<file path="config.mk">
export PLATFORM = sky130hd
export DESIGN_NAME = byte_unstriping_deskew_flat
export DESIGN_NICKNAME = d
export VERILOG_FILES = /design/src/rtl/byte_unstriping_deskew_if.sv /design/src/rtl/byte_unstriping_deskew.sv /design/src/flat_wrapper.sv
export SDC_FILE = /design/constraint.sdc
export NUM_CORES = 1
export LEC_CHECK = 0
export CORE_AREA = 5 5 180 130
export CTS_CLUSTER_DIAMETER = 150
export DETAILED_ROUTE_END_ITERATION = 6
export DIE_AREA = 0 0 185 135
export PLACE_DENSITY = 0.77
export SLEW_MARGIN = 5
export SYNTH_ARGS = -nofsm -noshare
export SYNTH_HDL_FRONTEND = slang
export SYNTH_SLANG_ARGS = --single-unit
</file>
<file path="constraint.sdc">
create_clock -name clk_2f -period 3.89 [get_ports clk_2f]
set_clock_uncertainty 0.1 [all_clocks]
set_input_delay 0.9725 -clock clk_2f [delete_from_list [all_inputs] [get_ports clk_2f]]
set_output_delay 0.9725 -clock clk_2f [all_outputs]
set_load 0.01 [all_outputs]
</file>
<file path="src/rtl/byte_unstriping_deskew_if.sv">
// Lane-side and merged-side signals of the two-lane unstriping/deskew stage.
// The master modport drives the lanes and receives the merged stream.
interface byte_unstriping_deskew_if #(
  parameter int WIDTH = 32
);
  logic [WIDTH-1:0] lane_0;
  logic             valid_0;
  logic [WIDTH-1:0] lane_1;
  logic             valid_1;
  logic             realign;
  logic [WIDTH-1:0] data_out;
  logic             valid_out;
  logic             aligned;
  logic             overflow;

  modport master (
    output lane_0, valid_0, lane_1, valid_1, realign,
    input  data_out, valid_out, aligned, overflow
  );

  modport slave (
    input  lane_0, valid_0, lane_1, valid_1, realign,
    output data_out, valid_out, aligned, overflow
  );
endinterface

</file>
<file path="src/rtl/byte_unstriping_deskew.sv">
// Merges two skewed 32-bit lanes back into one word stream (lane 0, lane 1, ...).
// Each lane has a small FIFO; an ALIGN/RUN FSM pairs the first words and then alternates.
module byte_unstriping_deskew #(
  parameter int WIDTH = 32,
  parameter int DEPTH = 4
) (
  input logic                   clk_2f,
  input logic                   reset_L,
  byte_unstriping_deskew_if.slave bus
);
  localparam int AW = (DEPTH > 1) ? $clog2(DEPTH) : 1;
  localparam int CW = AW + 1;

  typedef enum logic {ALIGN, RUN} state_t;

  state_t           state;
  logic             sel;
  logic [WIDTH-1:0] mem_0 [DEPTH];
  logic [WIDTH-1:0] mem_1 [DEPTH];
  logic [AW-1:0]    wr_ptr_0, rd_ptr_0, wr_ptr_1, rd_ptr_1;
  logic [CW-1:0]    count_0, count_1;
  logic [WIDTH-1:0] data_q;
  logic             valid_q, aligned_q, overflow_q;
  logic             has_0, has_1, full_0, full_1;
  logic             pop_0, pop_1, push_0, push_1, drop;

  // A full FIFO still accepts a write when its head leaves at the same edge.
  always_comb begin
    has_0  = (count_0 != '0);
    has_1  = (count_1 != '0);
    full_0 = (count_0 == CW'(DEPTH));
    full_1 = (count_1 == CW'(DEPTH));
    pop_0  = 1'b0;
    pop_1  = 1'b0;
    if (state == ALIGN) begin
      pop_0 = has_0 && has_1;
    end else if (!sel) begin
      pop_0 = has_0;
    end else begin
      pop_1 = has_1;
    end
    push_0 = bus.valid_0 && (!full_0 || pop_0);
    push_1 = bus.valid_1 && (!full_1 || pop_1);
    drop   = (bus.valid_0 && !push_0) || (bus.valid_1 && !push_1);
  end

  always_ff @(posedge clk_2f) begin
    if (push_0 && !bus.realign) mem_0[wr_ptr_0] <= bus.lane_0;
    if (push_1 && !bus.realign) mem_1[wr_ptr_1] <= bus.lane_1;
  end

  always_ff @(posedge clk_2f or negedge reset_L) begin
    if (!reset_L) begin
      state      <= ALIGN;
      sel        <= 1'b0;
      wr_ptr_0   <= '0;
      rd_ptr_0   <= '0;
      wr_ptr_1   <= '0;
      rd_ptr_1   <= '0;
      count_0    <= '0;
      count_1    <= '0;
      data_q     <= '0;
      valid_q    <= 1'b0;
      aligned_q  <= 1'b0;
      overflow_q <= 1'b0;
    end else if (bus.realign) begin
      state      <= ALIGN;
      sel        <= 1'b0;
      wr_ptr_0   <= '0;
      rd_ptr_0   <= '0;
      wr_ptr_1   <= '0;
      rd_ptr_1   <= '0;
      count_0    <= '0;
      count_1    <= '0;
      valid_q    <= 1'b0;
      aligned_q  <= 1'b0;
      overflow_q <= 1'b0;
    end else begin
      if (push_0) wr_ptr_0 <= wr_ptr_0 + AW'(1);
      if (push_1) wr_ptr_1 <= wr_ptr_1 + AW'(1);
      if (pop_0)  rd_ptr_0 <= rd_ptr_0 + AW'(1);
      if (pop_1)  rd_ptr_1 <= rd_ptr_1 + AW'(1);
      count_0    <= count_0 + CW'(push_0) - CW'(pop_0);
      count_1    <= count_1 + CW'(push_1) - CW'(pop_1);
      overflow_q <= overflow_q | drop;

      // An empty FIFO on the selected lane stalls with sel held, so order is kept.
      case (state)
        ALIGN: begin
          if (pop_0) begin
            data_q    <= mem_0[rd_ptr_0];
            valid_q   <= 1'b1;
            sel       <= 1'b1;
            state     <= RUN;
            aligned_q <= 1'b1;
          end else begin
            valid_q <= 1'b0;
          end
        end
        RUN: begin
          if (pop_0 || pop_1) begin
            data_q  <= sel ? mem_1[rd_ptr_1] : mem_0[rd_ptr_0];
            valid_q <= 1'b1;
            sel     <= ~sel;
          end else begin
            valid_q <= 1'b0;
          end
        end
        default: begin
          state     <= ALIGN;
          valid_q   <= 1'b0;
          aligned_q <= 1'b0;
        end
      endcase
    end
  end

  assign bus.data_out  = data_q;
  assign bus.valid_out = valid_q;
  assign bus.aligned   = aligned_q;
  assign bus.overflow  = overflow_q;
endmodule
</file>
<file path="src/flat_wrapper.sv">
// flat-port wrapper written by rule: the top's interface ports become plain ports
module byte_unstriping_deskew_flat 
#(
  parameter int WIDTH = 32,
  parameter int DEPTH = 4
)
  (clk_2f, reset_L, bus_lane_0, bus_valid_0, bus_lane_1, bus_valid_1, bus_realign, bus_data_out, bus_valid_out, bus_aligned, bus_overflow);
  byte_unstriping_deskew_if #(.WIDTH(WIDTH)) bus_i ();
  input logic clk_2f;
  input logic reset_L;
  input wire logic [$bits(bus_i.lane_0)-1:0] bus_lane_0;
  input wire logic [$bits(bus_i.valid_0)-1:0] bus_valid_0;
  input wire logic [$bits(bus_i.lane_1)-1:0] bus_lane_1;
  input wire logic [$bits(bus_i.valid_1)-1:0] bus_valid_1;
  input wire logic [$bits(bus_i.realign)-1:0] bus_realign;
  output wire logic [$bits(bus_i.data_out)-1:0] bus_data_out;
  output wire logic [$bits(bus_i.valid_out)-1:0] bus_valid_out;
  output wire logic [$bits(bus_i.aligned)-1:0] bus_aligned;
  output wire logic [$bits(bus_i.overflow)-1:0] bus_overflow;
  assign bus_i.lane_0 = bus_lane_0;
  assign bus_i.valid_0 = bus_valid_0;
  assign bus_i.lane_1 = bus_lane_1;
  assign bus_i.valid_1 = bus_valid_1;
  assign bus_i.realign = bus_realign;
  assign bus_data_out = bus_i.data_out;
  assign bus_valid_out = bus_i.valid_out;
  assign bus_aligned = bus_i.aligned;
  assign bus_overflow = bus_i.overflow;
  byte_unstriping_deskew #(.WIDTH(WIDTH), .DEPTH(DEPTH)) u_core (.clk_2f(clk_2f), .reset_L(reset_L), .bus(bus_i));
endmodule
</file>
==> impl_metrics.ini <==
[timing]
tns_ps = 0
finalCriticalPeriod_ps = 2630
hold_viol_final = 0
fmax_mhz = 380
setup_violations = 0
tightest_slew_ps = 945
slew_headroom = 0.370
timing.final.crit_share = 0.677
finalMaxSlewViolations = 0
rsz0062_at_grt = no

[clocking]
cts.repair.resized = 0
h-tree-depth = 1
ctsRootBufferMaster = clkbuf_16
clock_latency_ps = 540
cts_sinks = 307
cts_buffers = 28
clk_path_buf_depth = 3
cts_tree = built
cts_hold_buf = 0
clk_pin_slew_worst_paths_ps = 70
cts_setup_buffers = 0

[worst_hold_path]
holdCritPathClass = reg2reg

[finish]
drive_gt1_frac = 0.137
nets = 864
antenna_cells = 0
syn_to_final_growth_pct = 19.2
final_common_cell = edfxtp_1
layout.cells.most_common_list = edfxtp_1 (256), mux2i_1 (129), clkdlybuf4s50_1 (102)

[synthesis]
yosysTopAreaCell = edfxtp_1
netlist.area_leader.share = 0.637
yosys_warnings = 0
async_flop_share = 0.166
netlist_area_sq_um = 12100
avgSynthCellArea_sq_um = 18.2
synth_edf_count = 256
synth_seq_cells = 307
synth.area.top_cells = edfxtp_1 (64%), mux2i_1 (11%), dfrtp_1 (11%)
synthFlopType = edfxtp_1
yosysSeqAreaShare = 0.743
synth_cell_types = 41
syn_inst = 663
syn-num-nets = 746

[floorplan]
initial_core_util = 0.564
die_h_um = 135
die_area_sq_um = 25000
rows = 45
die_w_um = 185
core-area_sq_um = 21400
ios = 104

[placed_design]
place.gp.congestion = 0.786
hpwl_um = 17500
port_buffers = 103

[route]
vias_per_cell = 5.98
wl_um = 26500
dr_total_vias = 6488
first_pass_iters = 5
drtIter0Drc = 613
drc = 0
wl_per_cell_um = 24.4
ant_nets = 0

[power]
ir_drop_v = 0.000466
power_density_nw_per_um2 = 627
finalPower_mw = 9.02
p_leak_nw = 4.82

[global_routing]
grt_overflow = 0
grt_pass1_wl_um = 40400
grt_pass1_vias = 6651
antenna_found_initial = 0
grt_max_degree = 44
track_usage = 0.214

[setup_path]
setup.worst_path.class = reg2reg
worstSetupStartpointType = register
required_ps = 4200
worstPathArrival_ps = 2950
end_kind = register
crit_path_max_fanout = 18

[run_status]
run_status = complete, no violations

[run]
cap_violations = 0
-- synthesized netlist by cell type, types with 2 or more instances --
cell,number
and2_1,2
fa_1,2
mux2i_1,129
a21oi_1,2
buf_6,3
dfrtp_1,51
inv_1,13
nor3_2,2
nor2_1,18
ha_1,12
o22a_1,32
buf_4,7
and3_1,8
mux2_1,5
nand4_1,2
mux2_2,27
nor3_1,2
buf_2,16
nor2b_1,3
xnor2_1,6
nand2_1,4
xor2_1,3
o221ai_1,32
edfxtp_1,256
clkbuf_1,10
-- cell families after synthesis --
logic type | Yosys count | share of synthesized area
xor gates and xnor gates | 9 | 0.00653
DFF | 307 | 0.743
muxes | 161 | 0.137
adders and majority gates | 14 | 0.0158
buffers and inverters | 50 | 0.0214
and+or+nand+nor | 47 | 0.0218
AOI/OAI and AO/OA | 75 | 0.0547
-- worst paths after layout --
| kind | from | endpoint | slack (ps) | depth (start not counted) |
|---|---|---|---|---|
| worst min-delay path | u_core.bus.data_out[23] | u_core.bus.data_out[23] | 400 | 1 |
| worst max-delay path | u_core.sel | u_core.bus.data_out[20] | 1260 | 5 |
| max in group asynchronous | reset_L | u_core.bus.data_out[12] | 2400 | 2 |
| min in group asynchronous | reset_L | u_core.bus.valid_out | 470 | 1 |
| worst min register to register | u_core.bus.data_out[23] | u_core.bus.data_out[23] | 400 | 1 |
| worst max register to register | u_core.sel | u_core.bus.data_out[20] | 1260 | 5 |
-- metrics by stage --
step / instances / util / setup slack [ps] / instance area, sq um / hold WS (ps)
final: 1085 / 0.672 / 1260 / 14400 / 400
after global routing: 1085 / 0.672 / 1140 / 14400 / 422
after CTS: 1085 / 0.672 / 1270 / 14400 / 412
after detailed placement: 1033 / 0.630 / 730 / 13500 / 394
after global placement: 1033 / 0.630 / 814 / 13500 / 377
after floorplan: 663 / - / 1030 / 12100 / 418
-- metal layers --
metal  track usage  part of all wire  routed length, um
met3        0.0361             0.072               1920
met1         0.313              0.43              11300
met5             0                 0                  0
met2         0.342              0.48              12700
met4        0.0522             0.023                621
-- state kept, by name, indices dropped and copies added, names as in the netlist --
| register | count |
|---|---|
| u_core.mem_0 | 128 |
| u_core.mem_1 | 128 |
| u_core.bus.data_out | 32 |
| u_core.count_0 | 3 |
| u_core.count_1 | 3 |
| u_core.rd_ptr_0 | 2 |
| u_core.rd_ptr_1 | 2 |
| u_core.wr_ptr_0 | 2 |
| u_core.wr_ptr_1 | 2 |
| u_core.bus.aligned | 1 |
| u_core.bus.overflow | 1 |
| u_core.bus.valid_out | 1 |
| u_core.sel | 1 |
| u_core.state | 1 |
-- worst max-delay path, stage by stage (launching register included) --
cell     delay (ps)
dfrtp_1         480
o41ai_2         390
a21oi_1         120
o21ai_4         640
buf_4           390
mux2_2          380
-- power breakdown --
| group | switching (mW) | internal, mW |
|---|---|---|
| logic | 0.987 | 1.05 |
| clock network | 1.16 | 1.55 |
| registers | 0.299 | 3.97 |
| total | 2.44 | 6.57 |
-- final cells by class --
| class | instances | area [sq um] |
|---|---|---|
| repair buffers | 125 | 1240 |
| inverters | 13 | 48.8 |
| well taps | 282 | 353 |
| fillers | 1409 | 7010 |
| clock inverters | 16 | 126 |
| flip-flops and latches | 307 | 8970 |
| multi-input cells | 306 | 2860 |
| clock buffers | 36 | 782 |
(Power assumes the default switching activity.)
